$ cat src/rtl/fetch_unit_pkg.sv
// definitions: shared fetch-unit constants, state type and branch-target table
package definitions;
  localparam int PC_W = 10;
  localparam int LUT_IDX_W = 3;
  typedef enum logic [1:0] {IDLE, LOAD, RUN, DONE} fetch_state_t;
  localparam logic [PC_W-1:0] BR_TARGET [0:7] = '{
    10'd100, 10'd200, 10'd40, 10'd1023, 10'd17, 10'd500, 10'd7, 10'd900
  };
endpackage

$ cat src/rtl/fetch_unit_if.sv
// fetch_if: fetch-unit handshake and decoder feedback; cycle_count present with FETCH_CYCLE_CNT_EN
interface fetch_if #(
  parameter int PC_W = definitions::PC_W,
  parameter int LUT_IDX_W = definitions::LUT_IDX_W
);
  logic Start;
  logic Halt;
  logic branch_en;
  logic [LUT_IDX_W-1:0] branch_idx;
  logic [PC_W-1:0] PC;
  logic running;
  logic Ack;
`ifdef FETCH_CYCLE_CNT_EN
  logic [31:0] cycle_count;
  modport master(input Start, Halt, branch_en, branch_idx, output PC, running, Ack, cycle_count);
  modport slave(output Start, Halt, branch_en, branch_idx, input PC, running, Ack, cycle_count);
`else
  modport master(input Start, Halt, branch_en, branch_idx, output PC, running, Ack);
  modport slave(output Start, Halt, branch_en, branch_idx, input PC, running, Ack);
`endif
endinterface

$ cat src/rtl/fetch_unit_branch_lut.sv
// branch_lut: branch_idx -> absolute target PC; undefined indices map to 0
module branch_lut #(
  parameter int PC_W = 10,
  parameter int LUT_IDX_W = 3
) (
  input  logic [LUT_IDX_W-1:0] idx,
  output logic [PC_W-1:0]      target
);
  import definitions::*;
  logic [2:0] i;
  assign i = 3'(idx);
  assign target = (32'(idx) < 32'd8) ? PC_W'(BR_TARGET[i]) : '0;
endmodule

$ cat src/rtl/fetch_unit.sv
// fetch_unit: PC sequencer with Start/Ack handshake; FETCH_CYCLE_CNT_EN adds a saturating run-cycle counter
module fetch_unit #(
  parameter int PC_W = 10,
  parameter int LUT_IDX_W = 3,
  parameter logic [PC_W-1:0] START_ADDR = '0
) (
  input logic     Clk,
  input logic     Reset,
  fetch_if.master bus
);
  import definitions::*;
  fetch_state_t state;
  logic [PC_W-1:0] lut_pc;
  branch_lut #(.PC_W(PC_W), .LUT_IDX_W(LUT_IDX_W)) u_lut (.idx(bus.branch_idx), .target(lut_pc));
  // Start restarts from any state, so it is checked ahead of the per-state behaviour
  always_ff @(posedge Clk) begin
    if (Reset) begin
      state <= IDLE;
      bus.PC <= '0;
      bus.running <= 1'b0;
      bus.Ack <= 1'b0;
    end else if (bus.Start) begin
      state <= LOAD;
      bus.PC <= START_ADDR;
      bus.running <= 1'b0;
      bus.Ack <= 1'b0;
    end else begin
      case (state)
        LOAD: begin
          state <= RUN;
          bus.running <= 1'b1;
        end
        RUN: begin
          if (bus.Halt) begin
            state <= DONE;
            bus.running <= 1'b0;
            bus.Ack <= 1'b1;
          end else begin
            bus.PC <= bus.branch_en ? lut_pc : bus.PC + 1'b1;
          end
        end
        default: ;
      endcase
    end
  end
`ifdef FETCH_CYCLE_CNT_EN
  always_ff @(posedge Clk) begin
    if (Reset || bus.Start) bus.cycle_count <= '0;
    else if (state == RUN && !(&bus.cycle_count)) bus.cycle_count <= bus.cycle_count + 1'b1;
  end
`endif
endmodule

$ cat src/flat_wrapper.sv
// flat-port wrapper written by rule: the top's interface ports become plain ports
module fetch_unit_flat import definitions::*;
#(
  parameter int PC_W = 10,
  parameter int LUT_IDX_W = 3,
  parameter logic [PC_W-1:0] START_ADDR = '0
)
  (Clk, Reset, bus_Start, bus_Halt, bus_branch_en, bus_branch_idx, bus_PC, bus_running, bus_Ack);
  fetch_if #(.PC_W(PC_W), .LUT_IDX_W(LUT_IDX_W)) bus_i ();
  input logic Clk;
  input logic Reset;
  input wire logic [$bits(bus_i.Start)-1:0] bus_Start;
  input wire logic [$bits(bus_i.Halt)-1:0] bus_Halt;
  input wire logic [$bits(bus_i.branch_en)-1:0] bus_branch_en;
  input wire logic [$bits(bus_i.branch_idx)-1:0] bus_branch_idx;
  output wire logic [$bits(bus_i.PC)-1:0] bus_PC;
  output wire logic [$bits(bus_i.running)-1:0] bus_running;
  output wire logic [$bits(bus_i.Ack)-1:0] bus_Ack;
  assign bus_i.Start = bus_Start;
  assign bus_i.Halt = bus_Halt;
  assign bus_i.branch_en = bus_branch_en;
  assign bus_i.branch_idx = bus_branch_idx;
  assign bus_PC = bus_i.PC;
  assign bus_running = bus_i.running;
  assign bus_Ack = bus_i.Ack;
  fetch_unit #(.PC_W(PC_W), .LUT_IDX_W(LUT_IDX_W), .START_ADDR(START_ADDR)) u_core (.Clk(Clk), .Reset(Reset), .bus(bus_i));
endmodule
$ cat config.mk
export PLATFORM = sky130hd
export DESIGN_NAME = fetch_unit_flat
export DESIGN_NICKNAME = d
export VERILOG_FILES = /design/src/rtl/fetch_unit_pkg.sv /design/src/rtl/fetch_unit_if.sv /design/src/rtl/fetch_unit_branch_lut.sv /design/src/rtl/fetch_unit.sv /design/src/flat_wrapper.sv
export SDC_FILE = /design/constraint.sdc
export NUM_CORES = 1
export LEC_CHECK = 0
export ABC_AREA = 1
export CAP_MARGIN = 20
export CORE_MARGIN = 10
export CORE_UTILIZATION = 45
export CTS_CLUSTER_SIZE = 40
export DETAILED_ROUTE_END_ITERATION = 12
export PLACE_DENSITY = 0.78
export SYNTH_ARGS = -nofsm -noshare
export SYNTH_HDL_FRONTEND = slang
export SYNTH_HIERARCHICAL = 1
export SYNTH_SLANG_ARGS = --single-unit
export TNS_END_PERCENT = 1
$ cat constraint.sdc
create_clock -name Clk -period 1.2 [get_ports Clk]
set_clock_uncertainty 0.05 [all_clocks]
set_input_delay 0.12 -clock Clk [delete_from_list [all_inputs] [get_ports Clk]]
set_output_delay 0.12 -clock Clk [all_outputs]
set_load 0.05 [all_outputs]
# ---- Word level (Yosys, flattened, before mapping)
# Memory sizes are Yosys's and may differ from the RTL's.
# Index checks and enable logic that the tools add are counted.
dict set report op_classes {
  order_cmp 1
  n_bitwise 2
  eq_ne 4
  n_mux 8
  n_addsub 1
  n_reduce_logical 7
}
# op count
set ops {}
lappend ops {{two-way mux 10 bit} 3}
lappend ops {{adder 10 x 1 -> 10 bit (second input constant)} 1}
lappend ops {{AND reduction 2 bit} 4}
lappend ops {{>= comparator 4 bit (second input constant)} 1}
lappend ops {{inverter 3 -> 4 bit} 1}
lappend ops {{case mux 2 bit (2 select lines)} 1}
lappend ops {{inequality test 3 bit (second input constant)} 1}
lappend ops {{nonzero test 3 bit} 1}
lappend ops {{equality test 2 x 1 -> 1 bit (second input constant)} 1}
lappend ops {{equality test 2 bit (second input constant)} 1}
lappend ops {{two-way mux 1 bit} 2}
lappend ops {{two-way mux 2 bit} 1}
lappend ops {{inequality test 2 bit (second input constant)} 1}
lappend ops {{case mux 1 bit (2 select lines)} 1}
lappend ops {{nonzero test 2 bit} 1}
lappend ops {{OR reduction 2 bit} 1}
lappend ops {{inverter 1 bit} 1}
dict set report word_totals {
  rom_bits 80
  output_inout_bits 12
  regBits 14
  n_memories 1
  wordCells 29
  input_bits 8
}
# name words width rd rd_ports_with_merged_regs wr line_no
set mem_list {}
lappend mem_list {{(no name shown)} 8 10 1 0 0 fetch_unit_branch_lut.sv:12} ;# assign target = (32'(idx) < 32'd8) ? PC_W'(BR_TARGET[i]) : '0;

# ---- Longest topological paths before layout
dict set report logic_depth {
  depth_word 5
  depth_mapped 9
  mapped_depth_nobuf 9
}

# ---- Cells and area by module
# Netlist, hierarchy kept.
# module area_each_um2 n_inst cells_per_inst
set by_module_without_submodules {}
lappend by_module_without_submodules {fetch_unit 798.3 1 119}
lappend by_module_without_submodules {branch_lut 182.7 1 29}

# ---- Worst setup path after synthesis
# OpenSTA, ideal clock, no wires.
dict set report synth_path {
  path_type {reg2reg}
  startpoint {register u_core.bus.PC[1]}
  endpoint {register u_core.bus.PC[6]}
  stages_incl_launch_ff 7
  arrival_time_ns 1.515
  required_time_ns 1.028
  setup_slack_ns -0.487
  setup_ns 0.122
  path_buffers 0
  cell_sequence {dfxtp_1 > ha_1 > nand2_1 > nor2_1 > a21oi_1 > o21ai_0 > a21oi_1}
}
dict set report synth_between {
  elab_chain_len 2
}
# element line_no
set synth_rtl {}
lappend synth_rtl {{from (decl)} fetch_unit_if.sv:18} ;# modport master(input Start, Halt, branch_en, branch_idx, output PC, running, Ack);
lappend synth_rtl {{from (signal assigned)} fetch_unit.sv:39} ;# bus.PC <= bus.branch_en ? lut_pc : bus.PC + 1'b1;
lappend synth_rtl {{adder 10 x 1 -> 10 bit} fetch_unit.sv:39}
lappend synth_rtl {{two-way mux 10 bit} fetch_unit.sv:39}
# Every way passes these cells.
# A chain may end at the register's enable or synchronous reset.

# ---- Worst setup path in the final report
dict set report layout_path {
  startpoint {register u_core.bus.PC[1]}
  endpoint {register u_core.bus.PC[8]}
}
# The elaborated chain is that of the path after synthesis.

==> flow_results.xml <==
<?xml version="1.0" encoding="UTF-8"?>
<metrics>
  <group name="status">
    <metric name="status" unit="">finished, violations left</metric>
    <metric name="violations" unit="">negative setup slack</metric>
  </group>
  <group name="timing">
    <metric name="whs" unit="ns">0.325</metric>
    <metric name="slew-limit-headroom" unit="%">81.6</metric>
    <metric name="tightest_slew" unit="ns">0.275</metric>
    <metric name="achievable-frequency" unit="GHz">0.802</metric>
    <metric name="setup_repair_after_global_routing_missed_its_margin" unit="">yes</metric>
    <metric name="drv_slew" unit="">0</metric>
    <metric name="setup_tns_after_final_layout" unit="ns">-0.169</metric>
    <metric name="finalHoldViolations" unit="">0</metric>
    <metric name="setup-violations-final" unit="">7</metric>
    <metric name="postLayoutSetupSlackWorst" unit="ns">-0.0477</metric>
    <metric name="min_period" unit="ns">1.25</metric>
    <metric name="layout_worst_path_cycle_share" unit="%">104</metric>
  </group>
  <group name="clock_network">
    <metric name="holdBufCountCts" unit="">0</metric>
    <metric name="clock_tree.buffer_depth" unit="">2</metric>
    <metric name="cts-htree-levels" unit="">1</metric>
    <metric name="cts_buffers" unit="">3</metric>
    <metric name="path_clk_slew" unit="ns">0.09</metric>
    <metric name="tritoncts_clock_tree" unit="">done</metric>
    <metric name="clock_sink_count" unit="">14</metric>
    <metric name="clkLatencyLatePin" unit="ns">0.28</metric>
    <metric name="clockRootBuffer" unit="">clkbuf_4</metric>
  </group>
  <group name="setup_path">
    <metric name="cp.required" unit="ns">1.32</metric>
    <metric name="timing.setup.critical_path_class" unit="">register to register</metric>
    <metric name="crit_path_cell_trace" unit="">ha_4 -&gt; nand2_4 -&gt; nor2_4 -&gt; nand2_1 -&gt; nand2_1 -&gt; nand3_1 -&gt; nand2_1 -&gt; a21oi_1</metric>
    <metric name="r2r_start" unit="">u_core/bus.PC[1]</metric>
    <metric name="cp_top_family" unit="">simple AND/OR/NAND/NOR gates</metric>
    <metric name="worstRegToRegCells" unit="">8</metric>
    <metric name="crit_path_max_fanout" unit="">3</metric>
    <metric name="crit_path_max_incr_delay" unit="ns">0.38</metric>
    <metric name="setup.worst_path.end_class" unit="">register</metric>
    <metric name="reg2reg_slack" unit="ns">-0.05</metric>
    <metric name="path_depth" unit="">8</metric>
    <metric name="buffer_and_inverter_count_on_the_worst_path" unit="">0</metric>
    <metric name="setup.worst_path.start_class" unit="">register</metric>
    <metric name="critical_path.startpoint" unit="">u_core/bus.PC[1]</metric>
    <metric name="cp_data_arrival_time" unit="ns">1.36</metric>
    <metric name="critical_path.slowest_cell" unit="">dfxtp_4</metric>
    <metric name="critical-path-top-cell-by-count" unit="">nand2_1</metric>
  </group>
  <group name="layout">
    <metric name="layout.cells.non_filler" unit="">219</metric>
    <metric name="num-nets-final" unit="">208</metric>
    <metric name="flow.area_growth_from_synthesis" unit="%">63.0</metric>
    <metric name="layout.cells.most_common_list" unit="">38 x nand2_1, 22 x buf_4, 14 x nor2_1</metric>
    <metric name="post_route_cells_drive_above_1_share" unit="%">41.1</metric>
    <metric name="most_frequent_standard_cell_in_the_layout_excluding_fill_and_tap_cells" unit="">nand2_1</metric>
    <metric name="n_antenna_cell" unit="">0</metric>
  </group>
  <group name="floorplanning">
    <metric name="chipWidth" unit="um">66.7</metric>
    <metric name="floorplan.die_area" unit="mm^2">0.00445</metric>
    <metric name="initial_core_util" unit="%">48.5</metric>
    <metric name="ios" unit="">20</metric>
    <metric name="floorplan.die.height" unit="um">66.7</metric>
    <metric name="core_area" unit="mm^2">0.00202</metric>
    <metric name="rows" unit="">16</metric>
  </group>
  <group name="yosys">
    <metric name="syn_area" unit="um^2">981</metric>
    <metric name="synth_instances" unit="">148</metric>
    <metric name="ys_seq_area_share" unit="%">28.6</metric>
    <metric name="synth-async-reset-ratio" unit="%">0</metric>
    <metric name="synthesis.yosys.warnings" unit="">6</metric>
    <metric name="synth-edff-count" unit="">0</metric>
    <metric name="synthFlopType" unit="">dfxtp_1</metric>
    <metric name="synthesis.nets" unit="">163</metric>
    <metric name="register_bit_count_reported_by_yosys" unit="">14</metric>
    <metric name="syn_avg_cell_area" unit="um^2">6.63</metric>
    <metric name="post_synth_num_cell_types" unit="">26</metric>
  </group>
  <group name="routing">
    <metric name="initialDrtViolationCount" unit="">78</metric>
    <metric name="finalWirelength" unit="um">3170</metric>
    <metric name="first_pass_iters" unit="">4</metric>
    <metric name="wl_per_cell" unit="um">14.5</metric>
    <metric name="remaining_drc_errors" unit="">0</metric>
    <metric name="post_drt_via_cell_ratio" unit="">5.34</metric>
    <metric name="via_count" unit="">1169</metric>
    <metric name="route.antenna.remaining_nets" unit="">0</metric>
  </group>
  <group name="placed_design">
    <metric name="port-buffer-count" unit="">19</metric>
    <metric name="gp_routability_congestion" unit="">0.849</metric>
    <metric name="dp_hpwl" unit="um">2310</metric>
    <metric name="placed_cells" unit="">213</metric>
  </group>
  <group name="flow_run">
    <metric name="drv_cap" unit="">0</metric>
  </group>
  <group name="power_and_ir_drop">
    <metric name="power.static_leakage" unit="nW">0.702</metric>
    <metric name="power_density" unit="mW/mm^2">608</metric>
    <metric name="power.ir.vdd_worst" unit="uV">570</metric>
  </group>
  <group name="grt">
    <metric name="total_congestion_overflow" unit="">0</metric>
    <metric name="grt_pass1_vias" unit="">1188</metric>
    <metric name="grt_start_max_net_pins" unit="">10</metric>
    <metric name="global_route_wire_length_before_repair" unit="um">4950</metric>
    <metric name="track_usage" unit="%">14.0</metric>
    <metric name="antenna_found_initial" unit="">0</metric>
  </group>
  <group name="min_path">
    <metric name="hold_start" unit="">bus_branch_idx[2]</metric>
    <metric name="whs_path_depth" unit="">5</metric>
    <metric name="worst_hold_path_type" unit="">input port to register</metric>
  </group>
</metrics>
## metrics by stage
step           util, %  setup WS [ns]  total power [mW]  area, um^2
2_1_floorplan        -        -0.0702             0.590        1010
3_5_place_dp      74.1         -0.394             0.692        1500
5_1_grt           79.1         -0.129              1.01        1600
4_1_cts           78.4        -0.0419             0.970        1590
6_report          79.1        -0.0477             0.973        1600
3_3_place_gp      74.1         -0.340             0.683        1500
## tightest hold or removal path, cell delays in order
cell and delay (ns):
dlymetal6s2s_1 0.20, nand2_1 0.09, nand2_1 0.07, nand2_1 0.07
a31oi_1 0.07
## cells in the mapped netlist (2+ instances only)
cell type | n | area share, %
buf_6 | 2 | 2.3
o21ai_2 | 2 | 1.8
inv_1 | 14 | 5.4
nor2_2 | 2 | 1.3
buf_2 | 2 | 1.0
nor2_4 | 2 | 2.3
o21ai_1 | 4 | 2.0
o21a_1 | 2 | 1.5
inv_2 | 5 | 1.9
nand3_1 | 6 | 3.1
nand2_1 | 40 | 15
nor2_1 | 18 | 6.9
ha_1 | 7 | 8.9
o21ai_0 | 7 | 3.6
a21oi_1 | 11 | 5.6
dfxtp_1 | 14 | 29
## cells by family after synthesis
kind of cell / after synthesis / synth area share, %
compound gates: 29 / 17.3
xor+xnor: 1 / 0.893
fa+ha+maj: 7 / 8.93
buf+inv: 24 / 11.4
flops: 14 / 28.6
simple gates: 73 / 32.9
## layout make-up
class | count | area, um^2
fillers | 129 | 423
inverters | 19 | 73.8
well taps | 27 | 33.8
clock buffers | 3 | 22.5
clock inverters | 1 | 3.75
repair buffers | 45 | 520
multi-input cells | 110 | 647
flip-flops and latches | 14 | 298
## metal layers
layer,up-vias,share of wire (%),routed length (um),GRT usage [%]
met5,-,0,0,0
li1,558,-,-,-
met4,0,3.5,112,9.42
met1,546,37,1180,13.2
met2,55,53,1670,26.3
met3,10,6.3,201,3.01
## state kept, by name, indices dropped and copies added, names as in the netlist
register / count
u_core/bus.running: 1
u_core/bus.Ack: 1
u_core/bus.PC: 10
u_core/state: 2
## path summary, 6_finish.rpt
path | endpoint
setup / recovery | u_core/bus.PC[8]
hold / removal | u_core/bus.PC[1]
setup reg to reg | u_core/bus.PC[8]
hold reg to reg | u_core/bus.PC[8]
## power breakdown
part	switching, mW	total, mW	internal, mW
Clock	0.159	0.280	0.120
Sequential	0.00649	0.474	0.467
Combinational	0.117	0.219	0.102
Total	0.283	0.973	0.690
## timing repair
action / CTS / global route
hold endpoints to repair: 0 / 0
pin swaps: 8 / 2
setup endpoints to repair: 10 / 11
setup buffers: 2 / 0
resized for setup: 22 / 4
(Power assumes the default switching activity.)
==> edit 1, RTL diff (same flow settings) <==
`LUT_IDX_W` is set to 3 in 4 places; all go to 2.
--- a/src/rtl/fetch_unit_pkg.sv
+++ b/src/rtl/fetch_unit_pkg.sv
@@ -1,7 +1,7 @@
 // definitions: shared fetch-unit constants, state type and branch-target table
 package definitions;
   localparam int PC_W = 10;
-  localparam int LUT_IDX_W = 3;
+  localparam int LUT_IDX_W = 2;
   typedef enum logic [1:0] {IDLE, LOAD, RUN, DONE} fetch_state_t;
   localparam logic [PC_W-1:0] BR_TARGET [0:7] = '{
     10'd100, 10'd200, 10'd40, 10'd1023, 10'd17, 10'd500, 10'd7, 10'd900
--- a/src/rtl/fetch_unit_branch_lut.sv
+++ b/src/rtl/fetch_unit_branch_lut.sv
@@ -1,7 +1,7 @@
 // branch_lut: branch_idx -> absolute target PC; undefined indices map to 0
 module branch_lut #(
   parameter int PC_W = 10,
-  parameter int LUT_IDX_W = 3
+  parameter int LUT_IDX_W = 2
 ) (
   input  logic [LUT_IDX_W-1:0] idx,
   output logic [PC_W-1:0]      target
--- a/src/rtl/fetch_unit.sv
+++ b/src/rtl/fetch_unit.sv
@@ -1,7 +1,7 @@
 // fetch_unit: PC sequencer with Start/Ack handshake; FETCH_CYCLE_CNT_EN adds a saturating run-cycle counter
 module fetch_unit #(
   parameter int PC_W = 10,
-  parameter int LUT_IDX_W = 3,
+  parameter int LUT_IDX_W = 2,
   parameter logic [PC_W-1:0] START_ADDR = '0
 ) (
   input logic     Clk,
--- a/src/flat_wrapper.sv
+++ b/src/flat_wrapper.sv
@@ -2,7 +2,7 @@
 module fetch_unit_flat import definitions::*;
 #(
   parameter int PC_W = 10,
-  parameter int LUT_IDX_W = 3,
+  parameter int LUT_IDX_W = 2,
   parameter logic [PC_W-1:0] START_ADDR = '0
 )
   (Clk, Reset, bus_Start, bus_Halt, bus_branch_en, bus_branch_idx, bus_PC, bus_running, bus_Ack);
Ports: changed (resized bus_branch_idx); port bits go from 20 to 19. The function was not compared with the original's and may differ.
==> edit 1 against the original RTL <==
The flow still finishes with violations (setup timing); setup slack better by 0.040 ns; routed wire length down 22%; sequential cell count is the same; non-clock buffer count shrank 10; total power up 1.5%; design area is 9.9% lower; sequential power fell by 0.8%; area after synthesis shrank 7.4%; largest power group unchanged; highest routed layer unchanged.
==> edit 1: results (changes against the original RTL) <==
* Status: complete, but fails checks
* Failing checks: setup timing
* Distinct cell type count after synthesis at 25 (-3.8%)
* NumNets Final at 178 (-14%)
* Hold WS at 0.3693 ns (+0.04400 ns)
* Placed inst area at 1343 µm² (-10%)
* Setup violators final at 1 (-6)
* Setup slack after layout at -0.007336 ns (+0.04031 ns)
* Sequential area share after synthesis at 30.85% (+2.3 points)
* P_leak at 0.0005811 µW (-17%)
* Hold Crit Start: bus_Start
* Fillers at 147 (+14%)
* Synth top area cells: dfxtp_1, nand2_1, nor2_1
* Syn Nets at 146 (-10%)
* Pre-CTS setup slack at -0.3232 ns (+0.07117 ns)
* Number of global-route vias before repair at 925 (-22%)
* Max stage delay on crit path at 0.35 ns (-0.03 ns)
* Commonest cells post-synth: nand2_1, nor2_1, inv_1, dfxtp_1, a21oi_1
* Iter 0 DRT Violations at 24 (-69%)
* Hold depth at 3 (-2)
* GRT Util Overall at 11.78% (-2.2 points)
* Register share of total power at 47.7% (-1.0 points)
* GPL Wtd Cong at 0.8192 (-3.5%)
* Worst Path Max Fanout at 10 (+7)
* Dpl cells at 186 (-13%)
* Combinational power at 165 µW (-25%)
* Root buffer cell: clkbuf_4
* Via/cell ratio at 4.974 (-6.8%)
* Die width at 64.93 µm (-2.6%)
* Reg-to-reg endpoint: u_core/bus.PC[2]
* Port bufs at 18 (-1)
* Slowest stage cell, crit path: dfxtp_2
* Global-route wire length before repair at 4008 µm (-19%)
* Power density cells at 684.9 nW/µm² (+13%)
* Worst reg-to-reg setup slack at -0.007 ns (+0.04 ns)
* Slew of the pin with the lowest slew margin at 0.2815 ns (+0.006536 ns)
* Worst R2R Start: u_core/state[1]
* Psw at 261.5 µW (-7.6%)
* Hold endpoint: u_core/state[0]
* Largest net degree at the start of global routing at 11 (+1)
* DRT Wirelength at 2468 µm (-22%)
==> edit 1: how the worst max path moves through the flow <==
stage | depth (start not counted) | slack, ns | startpoint | end
after floorplan | 7 | -0.07 | u_core/bus.PC[1] | u_core/bus.PC[6]
after global placement | 8 | -0.25 | bus_branch_idx[0] | u_core/bus.PC[2]
after detailed placement | 8 | -0.32 | bus_branch_idx[1] | u_core/bus.PC[2]
after CTS | 7 | 0.004 | u_core/bus.PC[1] | u_core/bus.PC[8]
after global routing | 8 | -0.08 | u_core/state[1] | u_core/bus.PC[7]
final | 8 | -0.007 | u_core/state[1] | u_core/bus.PC[2]
==> edit 1: area by class of cell <==
| type | instances | area share, % |
|---|---|---|
| clock buffers | 4 | 2.517 |
| multi-input cells | 92 | 38.19 |
| flip-flops and latches | 14 | 21.01 |
| well taps | 27 | 2.344 |
| inverters | 20 | 5.382 |
| repair buffers | 35 | 30.56 |
==> edit 1: logic make-up (layout without fill, tap and decap cells) <==
kind of cell	Yosys count	after routing	synth area share, %
buffers and inverters	28	59	14.74
xor gates and xnor gates	1	1	0.9644
and+or+nand+nor	59	59	28.93
AOI/OAI and AO/OA	27	27	17.63
DFF	14	14	30.85
adders and majority gates	5	5	6.887
==> edit 1: critical path, delay by kind of cell, from the launching register on <==
kind                   cells  cell delay (ns)
AND/OR/NAND/NOR            3             0.34
flip-flops                 1             0.35
AO/OA/AOI/OAI              2             0.11
buffers and inverters      3             0.26
==> edit 1: layer usage <==
layer  wire (µm)  up-vias  GRT usage, %
met1         979      447         11.07
met4          68        0         7.219
met5           0        -             0
met2        1295       21         21.67
met3         125        6         3.780
li1            -      481             -
==> edit 1: timing repair <==
item | CTS | global route
cloned | 0 | 0
resized for setup | 7 | 9
pin swaps | 1 | 3
endpoints found under the setup margin | 5 | 9
setup buffers | 0 | 2
==> edit 2, RTL diff (same flow settings) <==
Made on the original files. Encoding of `fetch_state_t`: now one-hot (4 bits for 4 states).
--- a/src/rtl/fetch_unit_pkg.sv
+++ b/src/rtl/fetch_unit_pkg.sv
@@ -2,7 +2,7 @@
 package definitions;
   localparam int PC_W = 10;
   localparam int LUT_IDX_W = 3;
-  typedef enum logic [1:0] {IDLE, LOAD, RUN, DONE} fetch_state_t;
+  typedef enum logic [3:0] {IDLE = 4'b0001, LOAD = 4'b0010, RUN = 4'b0100, DONE = 4'b1000} fetch_state_t;
   localparam logic [PC_W-1:0] BR_TARGET [0:7] = '{
     10'd100, 10'd200, 10'd40, 10'd1023, 10'd17, 10'd500, 10'd7, 10'd900
   };
Formal check against the unedited RTL: same outputs for any inputs over 10 cycles, from zero or initial values and one cycle with Reset high; not proved beyond that.
==> edit 2 against the original RTL <==
The flow still finishes with violations (setup timing); combinational power shrank 11%; setup slack worse by 0.0026 ns; routed wire length fell by 4.6%; area after synthesis increased by 4.2%; total power up 2.4%; die area is 2.9% higher; design area grew 3.1%; first-iteration DRC count is 51% lower; sequential cell count rose by 1.
==> edit 2: results (changes against the original RTL) <==
* Setup violators final at 7 (unchanged)
* Hold WS at 0.3642 ns (+0.03894 ns)
* Global-route wire length before repair at 5057 µm (+2.1%)
* GPL Wtd Cong at 0.8563 (+0.87%)
* Hold endpoint: u_core/state[1]
* Reg-to-reg endpoint: u_core/bus.PC[8]
* Slowest stage cell, crit path: dfxtp_4
* P_leak at 0.0007271 µW (+3.6%)
* Final HPWL DP at 2115 µm (-8.4%)
* Top flop regs: u_core/bus.PC (10), u_core/state (4), u_core/bus.Ack (1)
* Hold depth at 3 (-2)
* Sequential area share after synthesis at 29.38% (+0.80 points)
* Distinct cell type count after synthesis at 26 (unchanged)
* Compound-Gate Fraction of Synth Area at 15.91% (-1.4 points)
* Post-Synth XOR/XNOR Area at 0% (-0.89 points)
* Status: complete, but fails checks
* Max VDD drop at 0.8148 mV (+43%)
* Setup slack after layout at -0.05029 ns (-0.002642 ns)
* CP dominant cell by count: nand2_1
* Worst R2R Start: u_core/bus.PC[0]
* Failing checks: setup timing
* Vias at 1162 (-0.60%)
* Hold Crit Start: bus_Start
* NumNets Final at 213 (+2.4%)
* DRT Wirelength at 3023 µm (-4.6%)
* Root buffer cell: clkbuf_4
* Slew margin rel. at 78.22% (-3.4 points)
* Synth top area cells: dfxtp_1, nand2_1, ha_1
* Layout cell share with drive strength beyond 1 at 38.07% (-3.1 points)
* Reg2reg path depth at 8 (unchanged)
* Pre-CTS setup slack at -0.5336 ns (-0.1393 ns)
* Syn Nets at 170 (+4.3%)
* Adder-Cell Fraction of Synth Area at 8.568% (-0.36 points)
* Iter 0 DRT Violations at 38 (-51%)
* DR pass1 iterations at 6 (+2)
* CP arrival at 1.38 ns (+0.02 ns)
* GRT Util Overall at 13.98% (-0.035 points)
* Async SR Flop Fraction at 0% (unchanged)
* Htree depth at 1 (unchanged)
* Commonest cells post-synth: nand2_1, nor2_1, inv_1, dfxtp_1, a21oi_1
* Largest net degree at the start of global routing at 12 (+2)
==> edit 2: cells by family after synthesis <==
kind of cell,after synthesis
fa+ha+maj,7
buf+inv,23
compound gates,30
flops,15
simple gates,80
==> edit 2: through the flow <==
stage | TNS [ns] | cell area [µm²] | power (µW) | instances
2_1_floorplan | -0.1229 | 1067 | 604.5 | 155
3_3_place_gp | -4.256 | 1528 | 685.8 | 217
3_5_place_dp | -4.848 | 1528 | 691.1 | 217
5_1_grt | -0.9796 | 1649 | 1053 | 225
4_1_cts | -0.2698 | 1620 | 1003 | 224
6_report | -0.2151 | 1649 | 995.5 | 225
==> edit 2: worst max-delay path by stage <==
stage	from	endpoint	slack (ns)	cells after the start
6_report	u_core/bus.PC[0]	u_core/bus.PC[8]	-0.05	8
5_1_grt	u_core/bus.PC[0]	u_core/bus.PC[8]	-0.16	8
4_1_cts	u_core/state[0]	u_core/bus.PC[3]	-0.05	6
3_5_place_dp	bus_branch_idx[0]	u_core/bus.PC[2]	-0.53	10
3_3_place_gp	bus_branch_idx[1]	u_core/bus.PC[5]	-0.48	8
2_1_floorplan	u_core/bus.PC[1]	u_core/bus.PC[6]	-0.04	7
==> edit 2: what timing repair did <==
item                       CTS  global route
setup endpoints to repair   10            13
resized for setup           20             7
pin swaps                   10             2
cloned                       2             0
hold endpoints to repair     0             0
buffers inserted             1             1
==> edit 2: area by class of cell <==
class                      count  area [µm²]
fill                         155       541.8
clock buffer                   3       22.52
sequential                    15       329.1
multi-input combinational    118       711.9
clock inverter                 1       5.005
tap                           28       35.03
inverter                      19       76.32
timing repair buffer          40       465.4
timing repair inverter         1       3.754
==> edit 2: worst max-delay path: cells and delay by family (launching register included) <==
kind / cells / cell delay [ns]
AO/OA/AOI/OAI: 1 / 0.05
adder cells (fa/ha/maj): 1 / 0.15
AND/OR/NAND/NOR: 6 / 0.50
flip-flops: 1 / 0.38
==> edit 2: layer usage <==
| layer | share of wire [%] | global-route usage, % |
|---|---|---|
| met3 | 7.4 | 5.785 |
| met5 | 0 | 0 |
| met2 | 50 | 22.89 |
| met1 | 40 | 15.15 |
| met4 | 2.9 | 7.179 |
==> edit 2: power breakdown <==
group          switching, µW  leakage [µW]  internal [µW]  total, µW
Clock                    181     0.0000177            124        305
Sequential              5.18      0.000128            491        496
Combinational            103      0.000581           91.4        194
